===== src/rtl/wg_sequencer.sv =====
// ============================================================================
// wg_sequencer
// ----------------------------------------------------------------------------
// Playlist controller for the waveform generator. Holds up to DEPTH segment
// entries {dur, freq, amp, wave} and plays them in order. Each segment drives
// wave_sel/amp_sel/freqinit for max(dur,1)*PRESCALE clock cycles. The next
// segment is loaded on the edge that ends the current one, so there is no gap.
//
// Optional feature macro: SEQ_LOOP_EN
//   defined   : after the final segment, done pulses and playback wraps to
//               entry 0 on the same edge, running until stop or reset.
//   undefined : one-shot playback that returns to IDLE after the final segment.
//
// Ports
//   clk       in   1          system clock, rising edge
//   rst       in   1          asynchronous reset, active low
//   start     in   1          begins playback from entry 0 when idle
//   stop      in   1          aborts playback; wins over start and segment end
//   wr_en     in   1          playlist write strobe
//   wr_addr   in   AW         playlist write address
//   wr_data   in   DUR_W+10   {dur[DUR_W-1:0], freq[4:0], amp[1:0], wave[2:0]}
//   last_idx  in   AW         index of the final entry, sampled on start
//   wave_sel  out  3          generator wave mux select
//   amp_sel   out  2          generator amplitude select
//   freqinit  out  5          generator frequency divider init
//   seg_idx   out  AW         index of the entry currently driven
//   busy      out  1          high while playing
//   done      out  1          one-cycle pulse after the final segment ends
// ============================================================================
module wg_sequencer #(
    parameter int DEPTH    = 8,
    parameter int AW       = 3,
    parameter int DUR_W    = 8,
    parameter int PRESCALE = 1000
) (
    input  logic              clk,
    input  logic              rst,
    input  logic              start,
    input  logic              stop,
    input  logic              wr_en,
    input  logic [AW-1:0]     wr_addr,
    input  logic [DUR_W+9:0]  wr_data,
    input  logic [AW-1:0]     last_idx,
    output logic [2:0]        wave_sel,
    output logic [1:0]        amp_sel,
    output logic [4:0]        freqinit,
    output logic [AW-1:0]     seg_idx,
    output logic              busy,
    output logic              done
);

    localparam int EW = DUR_W + 10;
    localparam int PW = (PRESCALE > 1) ? $clog2(PRESCALE) : 1;
    localparam logic [PW-1:0] PRE_LAST = PW'(PRESCALE - 1);

    // One bit per encodable address, set where the address names a real entry.
    // Lets a non-power-of-2 DEPTH reject writes and clamp last_idx by lookup.
    function automatic logic [(1<<AW)-1:0] valid_mask();
        logic [(1<<AW)-1:0] m;
        m = '0;
        for (int i = 0; i < (1 << AW); i++) begin
            if (i < DEPTH) begin
                m[i] = 1'b1;
            end
        end
        return m;
    endfunction

    localparam logic [(1<<AW)-1:0] ADDR_OK = valid_mask();

    typedef enum logic {
        IDLE,
        RUN
    } state_t;

    state_t            state;
    logic [EW-1:0]     mem [DEPTH];
    logic [PW-1:0]     pre_cnt;
    logic [DUR_W-1:0]  tick_cnt;
    logic [DUR_W-1:0]  cur_dur;
    logic [AW-1:0]     last_q;

    logic [AW-1:0]     next_idx;
    logic [AW-1:0]     last_clamp;
    logic [DUR_W-1:0]  tick_last;
    logic              seg_end;
    logic              at_last;
    logic              wr_ok;
    logic [EW-1:0]     load_e;

    assign next_idx   = seg_idx + AW'(1);
    assign last_clamp = ADDR_OK[last_idx] ? last_idx : AW'(DEPTH - 1);
    assign wr_ok      = wr_en && ADDR_OK[wr_addr];
    assign at_last    = (seg_idx == last_q);

    // dur=0 is treated as a one-tick segment, so its final tick index is 0.
    assign tick_last  = (cur_dur == '0) ? '0 : cur_dur - DUR_W'(1);
    assign seg_end    = (pre_cnt == PRE_LAST) && (tick_cnt == tick_last);

    // Entry to load on the next transition: the following entry while a
    // non-final segment plays, otherwise entry 0 (start, or loop wrap).
    assign load_e = (state == RUN && !at_last) ? mem[next_idx] : mem[0];

    // Playlist storage, FSM, counters and registered outputs. Loads read the
    // pre-edge memory contents, so a same-edge write to that entry is not seen.
    always_ff @(posedge clk or negedge rst) begin
        if (!rst) begin
            state    <= IDLE;
            wave_sel <= '0;
            amp_sel  <= '0;
            freqinit <= '0;
            seg_idx  <= '0;
            busy     <= 1'b0;
            done     <= 1'b0;
            pre_cnt  <= '0;
            tick_cnt <= '0;
            cur_dur  <= '0;
            last_q   <= '0;
            for (int i = 0; i < DEPTH; i++) begin
                mem[i] <= '0;
            end
        end else begin
            done <= 1'b0;
            case (state)
                IDLE: begin
                    if (start && !stop) begin
                        state    <= RUN;
                        busy     <= 1'b1;
                        last_q   <= last_clamp;
                        seg_idx  <= '0;
                        wave_sel <= load_e[2:0];
                        amp_sel  <= load_e[4:3];
                        freqinit <= load_e[9:5];
                        cur_dur  <= load_e[EW-1:10];
                        pre_cnt  <= '0;
                        tick_cnt <= '0;
                    end
                end
                RUN: begin
                    if (stop) begin
                        state    <= IDLE;
                        busy     <= 1'b0;
                        pre_cnt  <= '0;
                        tick_cnt <= '0;
                    end else if (seg_end) begin
                        pre_cnt  <= '0;
                        tick_cnt <= '0;
                        if (at_last) begin
                            done <= 1'b1;
`ifdef SEQ_LOOP_EN
                            seg_idx  <= '0;
                            wave_sel <= load_e[2:0];
                            amp_sel  <= load_e[4:3];
                            freqinit <= load_e[9:5];
                            cur_dur  <= load_e[EW-1:10];
`else
                            state <= IDLE;
                            busy  <= 1'b0;
`endif
                        end else begin
                            seg_idx  <= next_idx;
                            wave_sel <= load_e[2:0];
                            amp_sel  <= load_e[4:3];
                            freqinit <= load_e[9:5];
                            cur_dur  <= load_e[EW-1:10];
                        end
                    end else if (pre_cnt == PRE_LAST) begin
                        pre_cnt  <= '0;
                        tick_cnt <= tick_cnt + DUR_W'(1);
                    end else begin
                        pre_cnt <= pre_cnt + PW'(1);
                    end
                end
                default: begin
                    state <= IDLE;
                    busy  <= 1'b0;
                end
            endcase
            if (wr_ok) begin
                mem[wr_addr] <= wr_data;
            end
        end
    end

endmodule

===== config.mk =====
export PLATFORM = sky130hd
export DESIGN_NAME = wg_sequencer
export DESIGN_NICKNAME = d
export VERILOG_FILES = /design/src/rtl/wg_sequencer.sv
export SDC_FILE = /design/constraint.sdc
export NUM_CORES = 1
export LEC_CHECK = 0
export ABC_CLOCK_PERIOD_IN_PS = 9500
export BUFFER_PORTS_ARGS = -buffer_cell sky130_fd_sc_hd__buf_2
export CORE_UTILIZATION = 25
export DETAILED_ROUTE_END_ITERATION = 16
export SLEW_MARGIN = 0
export SYNTH_ARGS = -nofsm -noshare
export SYNTH_HDL_FRONTEND = slang
export SYNTH_SLANG_ARGS = --single-unit

===== constraint.sdc =====
create_clock -name clk -period 9.5 [get_ports clk]
set_clock_uncertainty 0.1 [all_clocks]
set_input_delay 1.425 -clock clk [delete_from_list [all_inputs] [get_ports clk]]
set_output_delay 1.425 -clock clk [all_outputs]
set_load 0.05 [all_outputs]

# [Word-level counts from Yosys, hierarchy flattened]
# Memory sizes are Yosys's and may differ from the RTL's.
# Index checks and enable logic that the tools add are counted.
[classes] add_sub_neg=4 n_lt_le_gt_ge=5 n_eq_ne=10 mux=60 bitwise=3 n_reduce_logical=12
[ops] operator="bitwise mux 144 bit" count=1
[ops] operator="two-way mux 18 bit" count=4
[ops] operator="two-way mux 8 bit" count=9
[ops] operator="binary-select mux 18 bit (select 3 bit)" count=1
[ops] operator="demux 18 bit (select 3 bit)" count=1
[ops] operator="two-way mux 10 bit" count=4
[ops] operator="one-hot mux 8 bit (2 select lines)" count=2
[ops] operator="two-way mux 3 bit" count=9
[ops] operator="two-way mux 5 bit" count=4
[ops] operator="one-hot mux 10 bit (2 select lines)" count=1
[ops] operator="two-way mux 1 bit" count=14
[ops] operator="one-hot mux 3 bit (2 select lines)" count=2
[ops] operator="adder 10 x 1 -> 10 bit (second input constant)" count=1
[ops] operator="equality test 10 bit (second input constant)" count=1
[ops] operator="one-hot mux 5 bit (2 select lines)" count=1
[ops] operator="adder 8 x 1 -> 8 bit (second input constant)" count=1
[ops] operator="equality test 8 bit" count=1
[ops] operator=">= comparator 4 bit (second input constant)" count=2
[ops] operator="zero test 8 bit" count=1
[ops] operator="less-than comparator 3 x 4 -> 1 bit (second input constant)" count=2
[ops] operator="two-way mux 2 bit" count=4
[ops] operator="inverter 3 -> 4 bit" count=2
[ops] operator="subtractor 8 x 1 -> 8 bit (second input constant)" count=1
[ops] operator="inequality test 2 bit (second input constant)" count=3
[ops] operator="other kinds (14)" count=22
[word_totals] register_bits=189 romBits=16 output_inout_bits=15 mem_count=2
[memory_table] name="(name not given)" words=8 word_bits=1 read_ports=1 rd_ports_with_merged_regs=0 wr=0 line="93" source="assign wr_ok = wr_en && ADDR_OK[wr_addr];"
[memory_table] name="(name not given)" words=8 word_bits=1 read_ports=1 rd_ports_with_merged_regs=0 wr=0 line="92" source="assign last_clamp = ADDR_OK[last_idx] ? last_idx : AW'(DEPTH - 1);"

# [Depth between registers and ports, before layout]
# Gate-level depths: netlist (run 1).
[logic_depth] depth_word=10 ltp_mapped=12 mapped_depth_nobuf=9

# [Worst setup path after synthesis (run 1)]
# No wires, ideal clock.
[synth_timing] path_type="input to register" start="in wr_addr[2]" end="reg mem[133] (netlist name)" arrival_time_ns=3.133 t_required_ns=9.275 path_slack_ns=6.142 path_stages=5 path_buffers=2 cell_sequence="clkbuf_1 -> nand2b_1 -> nor3_1 -> clkbuf_1 -> mux2_2"
[synth_via] elab_chain_len=6
[synth_rtl] element="from (decl)" line="41" source="input logic [AW-1:0] wr_addr,"
[synth_rtl] element="inverter 3 -> 4 bit (implied by the code)" line="180" source="mem[wr_addr] <= wr_data;"
[synth_rtl] element=">= comparator 4 bit (implied by the code) / less-than comparator 4 x 1 -> 1 bit (equally long branches)" line="180"
[synth_rtl] element="logical AND 1 bit (implied by the code)" line="180"
[synth_rtl] element="two-way mux 18 bit (implied by the code)" line="180"
[synth_rtl] element="demux 18 bit (select 3 bit)" line="180"
[synth_rtl] element="bitwise mux 144 bit" line="180"
[synth_rtl] element="to (signal, indexed assignment)" line="180"
[synth_rtl] element="to (decl)" line="77" source="logic [EW-1:0] mem [DEPTH];"
# Parallel ways exist; a longest one is shown, timed or not. The select of a mux whose other input is x is not followed.
# A chain may end at the register's enable or synchronous reset.

# [Worst setup path in the final report (run 1)]
[layout_timing] start="reg cur_dur[0]" end="reg seg_idx[0]"
[layout_via] elab_chain_len=6
[layout_rtl] element="from (decl)" line="80" source="logic [DUR_W-1:0] cur_dur;"
[layout_rtl] element="from (signal assigned)" line="134" source="cur_dur <= load_e[EW-1:10];"
[layout_rtl] element="from (signal assigned)" line="165" source="cur_dur <= load_e[EW-1:10];"
[layout_rtl] element="subtractor 8 x 1 -> 8 bit / zero test 8 bit (equally long branches)" line="97" source="assign tick_last = (cur_dur == '0) ? '0 : cur_dur - DUR_W'(1);"
[layout_rtl] element="two-way mux 8 bit *" line="97"
[layout_rtl] element="equality test 8 bit *" line="98" source="assign seg_end = (pre_cnt == PRE_LAST) && (tick_cnt == tick_last);"
[layout_rtl] element="logical AND 1 bit *" line="98"
[layout_rtl] element="inequality test 2 x 1 -> 1 bit (no source line) *"
[layout_rtl] element="AND reduction 4 bit (no source line) *"
[layout_rtl] element="to (signal assigned)" line="161" source="seg_idx <= next_idx;"
[layout_rtl] element="to (decl)" line="47" source="output logic [AW-1:0] seg_idx,"
# Every way passes the cells marked *; elsewhere a longest branch is shown, timed or not.

==> flow_metrics.tcl, run 1 <==
set metrics [dict create \
    power.leakage_uw 0.00426 \
    root_buffer "clkbuf_16" \
    multiInputGateArea_um2 4120 \
    period_share_pct 39.6 \
    netlist_area_um2 9030 \
    drt-wirelength-per-cell_um 16.9 \
    hold_path_class "reg2reg" \
    slew_viol_final 0 \
    period_minus_slack_ns 3.77 \
    die-area_um2 36900 \
    stdcell_count 1195 \
    pre_cts_ws_ns 5.74 \
    critPathLaunchType "flop" \
    final_hold_viol_count 0 \
    finalSetupViolations 0 \
    path_max_fanout 16 \
    portBuffers 43 \
    p_per_area_nw_per_um2 227 \
    cts_tree "yes" \
    wl_um 20200 \
    drc 0 \
    grt_use_total_pct 11.7 \
    drive_gt1_share_pct 38.7 \
    synthArstFlopShare_pct 100 \
    status "completed" \
    initial_core_util_pct 25.4 \
    wl_met1_um 9760 \
    cpMaxStageDelayCell "nor3_4" \
    synth-edff-count 0 \
    tightest_slew_ns 1.01 \
    p_int_uw 1640 \
    critPathCaptureType "flop" \
    syn_inst 684 \
    seqPwrFrac_pct 46.3 \
    worstSetupPathType "reg2reg" \
    ant_nets 0 \
    grt_pass1_vias 5838 \
    cp.arrival_ns 4.03 \
    clk_latency_ns 0.44 \
    htreeDepth 4 \
    route.met2.wl_um 9540 \
    synth-seq-area-share_pct 52.4 \
    finalWeightedCongestion 0.841 \
    final_common_cell "dfrtp_1" \
    syn_area_per_cell_um2 13.2 \
    routed.top_layer "met5" \
    ctsResizeCount 0 \
    rsz0062_at_grt "false" \
    finalSetupTns_ns 0 \
    drt_pass1_iterations 4 \
    ys.flop_type "dfrtp_1" \
    switchingPower_uw 719 \
    required_ns 9.76 \
    synth.yosys.warnings 0 \
    num_vias 5629 \
    antenna_found_initial 1 \
    fp-row-count 69 \
    timing.critical_path.buf_inv 1 \
    layout_common_cells "dfrtp_1, mux2_2, nand2_1, buf_2, mux4_2" \
    peakVddDrop_uv 126 \
    cts_setup_buffers 0 \
    grt_overflow 0 \
    timing.slew.headroom_pct 32.9 \
    grt_pass1_wl_um 32700 \
    n_fill_cell 3596 \
    grt_max_degree 80 \
    synthesis.nets 717 \
    fin_ws_ns 5.73 \
    areaGrowthSynthToFinish_pct 15.2 \
    vias_per_cell 4.71 \
    post_synth_num_cell_types 55 \
    cts_hold_buf 0 \
    rrSetupSlack_ns 5.73 \
    place_inst 1162 \
    dp_hpwl_um 12600 \
    routed-wl-met3_um 614 \
    path_delay_family "simple AND/OR/NAND/NOR gates" \
    fmax_mhz 266 \
    drt_iter0_drc 282 \
    ys_ff_latch 189 \
    fin_nets 753 \
    path_cells "inv_1 -> ha_1 -> or3b_1 -> o31ai_1 -> a21oi_1 -> or4_1 -> or4_4 -> nor3_4 -> mux2_2" \
    numClockSinks 189 \
    critPathMaxStageDelay_ns 0.63 \
    fp.dieH_um 192 \
    ff_latch_area_um2 4730 \
    cts_made_buffers 17 \
    max_cap_violations 0 \
    ios 44 \
    clockBufferDepth 2 \
    power_frac_comb_pct 22.8 \
    p_clk_share_pct 31.0 \
    dieWidth_um 192 \
    switching_share_pct 30.5 \
    clk_pin_slew_ns 0.07 \
    final_util_pct 29.2 \
    core_um2 35600 \
]
==> flip-flops by register name, summed over array words and instances, names as in the netlist, 2 cells and up <==
signal and flops:
amp_sel 2, cur_dur 8, freqinit 5, last_q 3, mem 144, pre_cnt 10, seg_idx 3, tick_cnt 8
wave_sel 3
==> cells by family (layout without fill, tap and decap cells) <==
kind of cell / after synthesis / after routing / share of synthesized area [%]
xor+xnor: 14 / 14 / 1.36
flops: 189 / 189 / 52.4
mux: 202 / 202 / 29.4
simple gates: 138 / 138 / 7.98
compound gates: 87 / 87 / 6.01
buf+inv: 50 / 99 / 2.34
other cells: 0 / 1 / 0
fa+ha+maj: 4 / 4 / 0.554
==> cell usage after synthesis (4+ instances only) <==
library cell | number | area, µm²
and3_1 | 6 | 37.5
or3_1 | 4 | 25.0
nand4_1 | 4 | 25.0
mux4_2 | 36 | 811
inv_1 | 9 | 33.8
nor2_1 | 27 | 101
o22ai_1 | 15 | 93.8
ha_1 | 4 | 50.1
xor2_1 | 8 | 70.1
clkbuf_1 | 31 | 116
nor3_1 | 8 | 40.0
mux2_2 | 145 | 1630
a21oi_1 | 25 | 125
o21ai_0 | 24 | 120
mux2i_1 | 21 | 210
xnor2_1 | 6 | 52.6
nor3b_1 | 6 | 45.0
buf_1 | 6 | 22.5
nand2_1 | 45 | 169
dfrtp_1 | 189 | 4730
nand3_1 | 13 | 65.1
==> metal layers <==
metal,track usage [%],up-vias
met5,0,-
met4,3.76,2
met3,2.43,21
met2,18.5,73
met1,16.0,2930
li1,-,2603
==> path summary, 6_finish.rpt <==
path,from,to,depth (start not counted)
setup / recovery,cur_dur[0],seg_idx[0],9
hold / removal,pre_cnt[9],pre_cnt[9],1
setup reg to reg,cur_dur[0],seg_idx[0],9
hold reg to reg,pre_cnt[9],pre_cnt[9],1
max in group asynchronous,rst,cur_dur[7],3
min in group asynchronous,rst,last_q[0],1
==> area by class of cell <==
| class | count | share of cell area (%) |
|---|---|---|
| Sequential cell | 189 | 45.5 |
| Multi-Input combinational cell | 445 | 39.6 |
| Tap cell | 461 | 5.54 |
| Clock buffer | 19 | 4.26 |
| Timing Repair Buffer | 58 | 3.24 |
| Clock inverter | 13 | 1.49 |
| Inverter | 9 | 0.325 |
| Antenna cell | 1 | 0.0241 |
==> stage by stage <==
| stage | hold WS, ns | cell area [µm²] | power (µW) |
|---|---|---|---|
| detailed placement | 0.380 | 9800 | 1650 |
| floorplan | 0.343 | 9030 | 1490 |
| global placement | 0.383 | 9800 | 1630 |
| global route | 0.409 | 10400 | 2490 |
| CTS | 0.393 | 10400 | 2380 |
| finish | 0.394 | 10400 | 2360 |
==> power groups by stage <==
stage | sequential [µW] | combinational, µW | clock, µW
after floorplan | 1110 | 382 | 0
after global placement | 1100 | 527 | 0
after detailed placement | 1110 | 541 | 0
after CTS | 1090 | 542 | 748
after global routing | 1110 | 592 | 781
final | 1090 | 537 | 730
Note: power is estimated with default switching activity, not from simulation.
==> run 2: changes to the inputs <==
ABC_AREA = 1   (was default)
ABC_CLOCK_PERIOD_IN_PS = 3550   (was 9500)
clock period = 3.55 ns   (was 9.5 ns; I/O delays follow)
==> flow_metrics.tcl, run 2 <==
set metrics [dict create \
    ctsResizeCount 0 \
    finalSetupTns_ns 0 \
    power_frac_comb_pct 37.5 \
    synthTopCellsByCount "nand2_1, o21ai_0, dfrtp_1, nor2_1, inv_1" \
    fp-row-count 68 \
    final_common_cell "nand2_1" \
    ys.flop_type "dfrtp_1" \
    cts_made_buffers 17 \
    seqPwrFrac_pct 38.0 \
    cts_tree "yes" \
    max_cap_violations 0 \
    synthArstFlopShare_pct 100 \
    regMostFlops "mem" \
    synth_xor_xnor_area_share_pct 1.49 \
    synth_top_area_share_pct 53.6 \
    ys_ff_latch 189 \
    drt_pass1_iterations 5 \
    netlist_area_um2 8830 \
    rsz0062_at_grt "false" \
    critPathCaptureType "flop" \
    cp.arrival_ns 2.99 \
    switching_share_pct 41.2 \
    synth_compound_area_share_pct 18.8 \
    path_depth 14 \
    fmax_mhz 366 \
    fp.dieH_um 190 \
    grt_max_degree 100 \
    dp_hpwl_um 14900 \
    layout_common_cells "nand2_1, o21ai_0, dfrtp_1, nor2_1, inv_1" \
    critPathMaxStageDelay_ns 0.42 \
    synth_mux_area_share_pct 0 \
    power.leakage_uw 0.00468 \
    period_minus_slack_ns 2.73 \
    grt_pass1_wl_um 38800 \
    wl_um 23700 \
    postLayoutCellArea_um2 10200 \
    multiInputGateArea_um2 3630 \
    antenna_cells 0 \
    final_hold_viol_count 0 \
    p_clk_share_pct 24.5 \
    status "completed" \
    ios 44 \
    path_cells "inv_1 -> ha_1 -> nand2_1 -> nor2_2 -> nand3_1 -> nand3_1 -> nand2_1 -> inv_2 -> nand2_1 -> nor2_4 -> nand4_4 -> nand2_4 -> nand2_1 -> o21ai_2" \
    post_synth_num_cell_types 33 \
    synth-edff-count 0 \
    synth-seq-area-share_pct 53.6 \
    core_um2 34600 \
    synth.most_common_cell "nand2_1" \
    synth.yosys.warnings 0 \
    drc 0 \
    cts_setup_buffers 0 \
    synthSimpleGateAreaFrac_pct 20.2 \
    clk_latency_ns 0.43 \
    n_fill_cell 3674 \
    synth_top_family_by_area "simple AND/OR/NAND/NOR gates" \
    areaGrowthSynthToFinish_pct 15.0 \
    drt-wirelength-per-cell_um 15.0 \
    peakVddDrop_uv 324 \
    ff_latch_area_um2 4730 \
    vias_per_cell 4.74 \
    finalSetupViolations 0 \
    syn_area_per_cell_um2 8.16 \
    cts_hold_buf 0 \
    clockBufferDepth 2 \
    endpoint "cur_dur[6]" \
    finalWeightedCongestion 0.854 \
    root_buffer "clkbuf_16" \
    clk_pin_slew_ns 0.07 \
    worstSetupPathType "reg2reg" \
    cpMaxStageDelayCell "dfrtp_1" \
    timing.slew.headroom_pct 45.3 \
    p_int_uw 4520 \
    drt_iter0_drc 504 \
    syn_inst 1082 \
    tightest_slew_ns 0.821 \
    timing.rr.start "cur_dur[0]" \
    htreeDepth 4 \
    rrSetupSlack_ns 0.82 \
    crit_start "cur_dur[0]" \
    synth-adder-area-share_pct 0.567 \
    required_ns 3.80 \
    synthesis.nets 1115 \
    grt_overflow 0 \
    synth_area_leader_cell "dfrtp_1" \
    numClockSinks 189 \
    reg_top3 "mem: 144 flops, pre_cnt: 10 flops" \
    reg2reg_depth 14 \
    p_per_area_nw_per_um2 757 \
    timing.critical_path.buf_inv 2 \
    place_area_um2 9590 \
    slew_viol_final 0 \
    largest_reg_flops 144 \
    grt_pass1_vias 7018 \
    r2r-end "cur_dur[6]" \
    hold_path_class "in2async" \
    path_max_fanout 27 \
    dieWidth_um 190 \
    ant_nets 0 \
    initial_core_util_pct 25.5 \
    drive_gt1_share_pct 11.0 \
    antenna_found_initial 0 \
    final_util_pct 29.3 \
    synth_area_leaders "dfrtp_1, o21ai_0, nand2_1, nor2_1, o22ai_1" \
    die-area_um2 36100 \
    path_delay_family "simple AND/OR/NAND/NOR gates" \
    grt_use_total_pct 13.5 \
    critPathLaunchType "flop" \
    period_share_pct 77.0 \
    switchingPower_uw 3160 \
    num_vias 7478 \
    fin_nets 1144 \
    portBuffers 43 \
    path_common_cell "nand2_1" \
]
[run 2: worst min-delay path by stage]
stage	from	to	slack, ns	cells past startpoint
global route	rst	mem[72]	0.17	1
global placement	mem[55]	mem[55]	0.36	2
floorplan	rst	amp_sel[0]	0.14	0
finish	rst	amp_sel[1]	0.11	1
CTS	rst	last_q[2]	0.14	1
detailed placement	mem[55]	mem[55]	0.37	2
[run 2: cell families (layout without fill, tap and decap cells)]
kind of cell	Yosys count	after routing
simple gates	434	434
compound gates	318	318
flops	189	189
buf+inv	122	164
xor+xnor	15	15
fa+ha+maj	4	4
[run 2: through the flow]
step | instances | hold WS [ns] | worst slack (ns) | total power, µW
after floorplan | 1082 | 0.137 | 1.38 | 4990
after global placement | 1547 | 0.361 | 0.892 | 5790
after detailed placement | 1547 | 0.368 | 0.885 | 5830
after CTS | 1579 | 0.138 | 0.865 | 7730
after global routing | 1579 | 0.172 | 0.624 | 8240
final | 1579 | 0.112 | 0.816 | 7680
[run 2: final cells by class]
class | instances | share of cell area (%)
clock buffers | 20 | 4.30
clock inverters | 12 | 1.27
inverters | 64 | 2.37
multi-input cells | 771 | 35.8
flip-flops and latches | 189 | 46.6
well taps | 455 | 5.61
repair buffers | 68 | 4.06
[run 2: routing by layer]
| layer | global-route usage (%) | part of all wire [%] |
|---|---|---|
| met5 | 0 | 0 |
| met4 | 2.92 | 0.73 |
| met3 | 2.71 | 5.9 |
| met2 | 20.1 | 43 |
| met1 | 20.0 | 51 |
[run 2: worst reg2reg max path, cell delays in order (launching register included)]
cell and delay, ns:
dfrtp_1 0.42, inv_1 0.23, ha_1 0.30, nand2_1 0.09, nor2_2 0.15, nand3_1 0.12, nand3_1 0.10, nand2_1 0.06
inv_2 0.04, nand2_1 0.07, nor2_4 0.13, nand4_4 0.28, nand2_4 0.36, nand2_1 0.13, o21ai_2 0.07
[run 2: power groups by stage]
stage	clock network, µW	registers [µW]	logic, µW
2_1_floorplan	0	3100	1890
3_3_place_gp	0	2940	2850
3_5_place_dp	0	2950	2880
4_1_cts	1920	2920	2890
5_1_grt	2010	2980	3250
6_report	1880	2920	2880
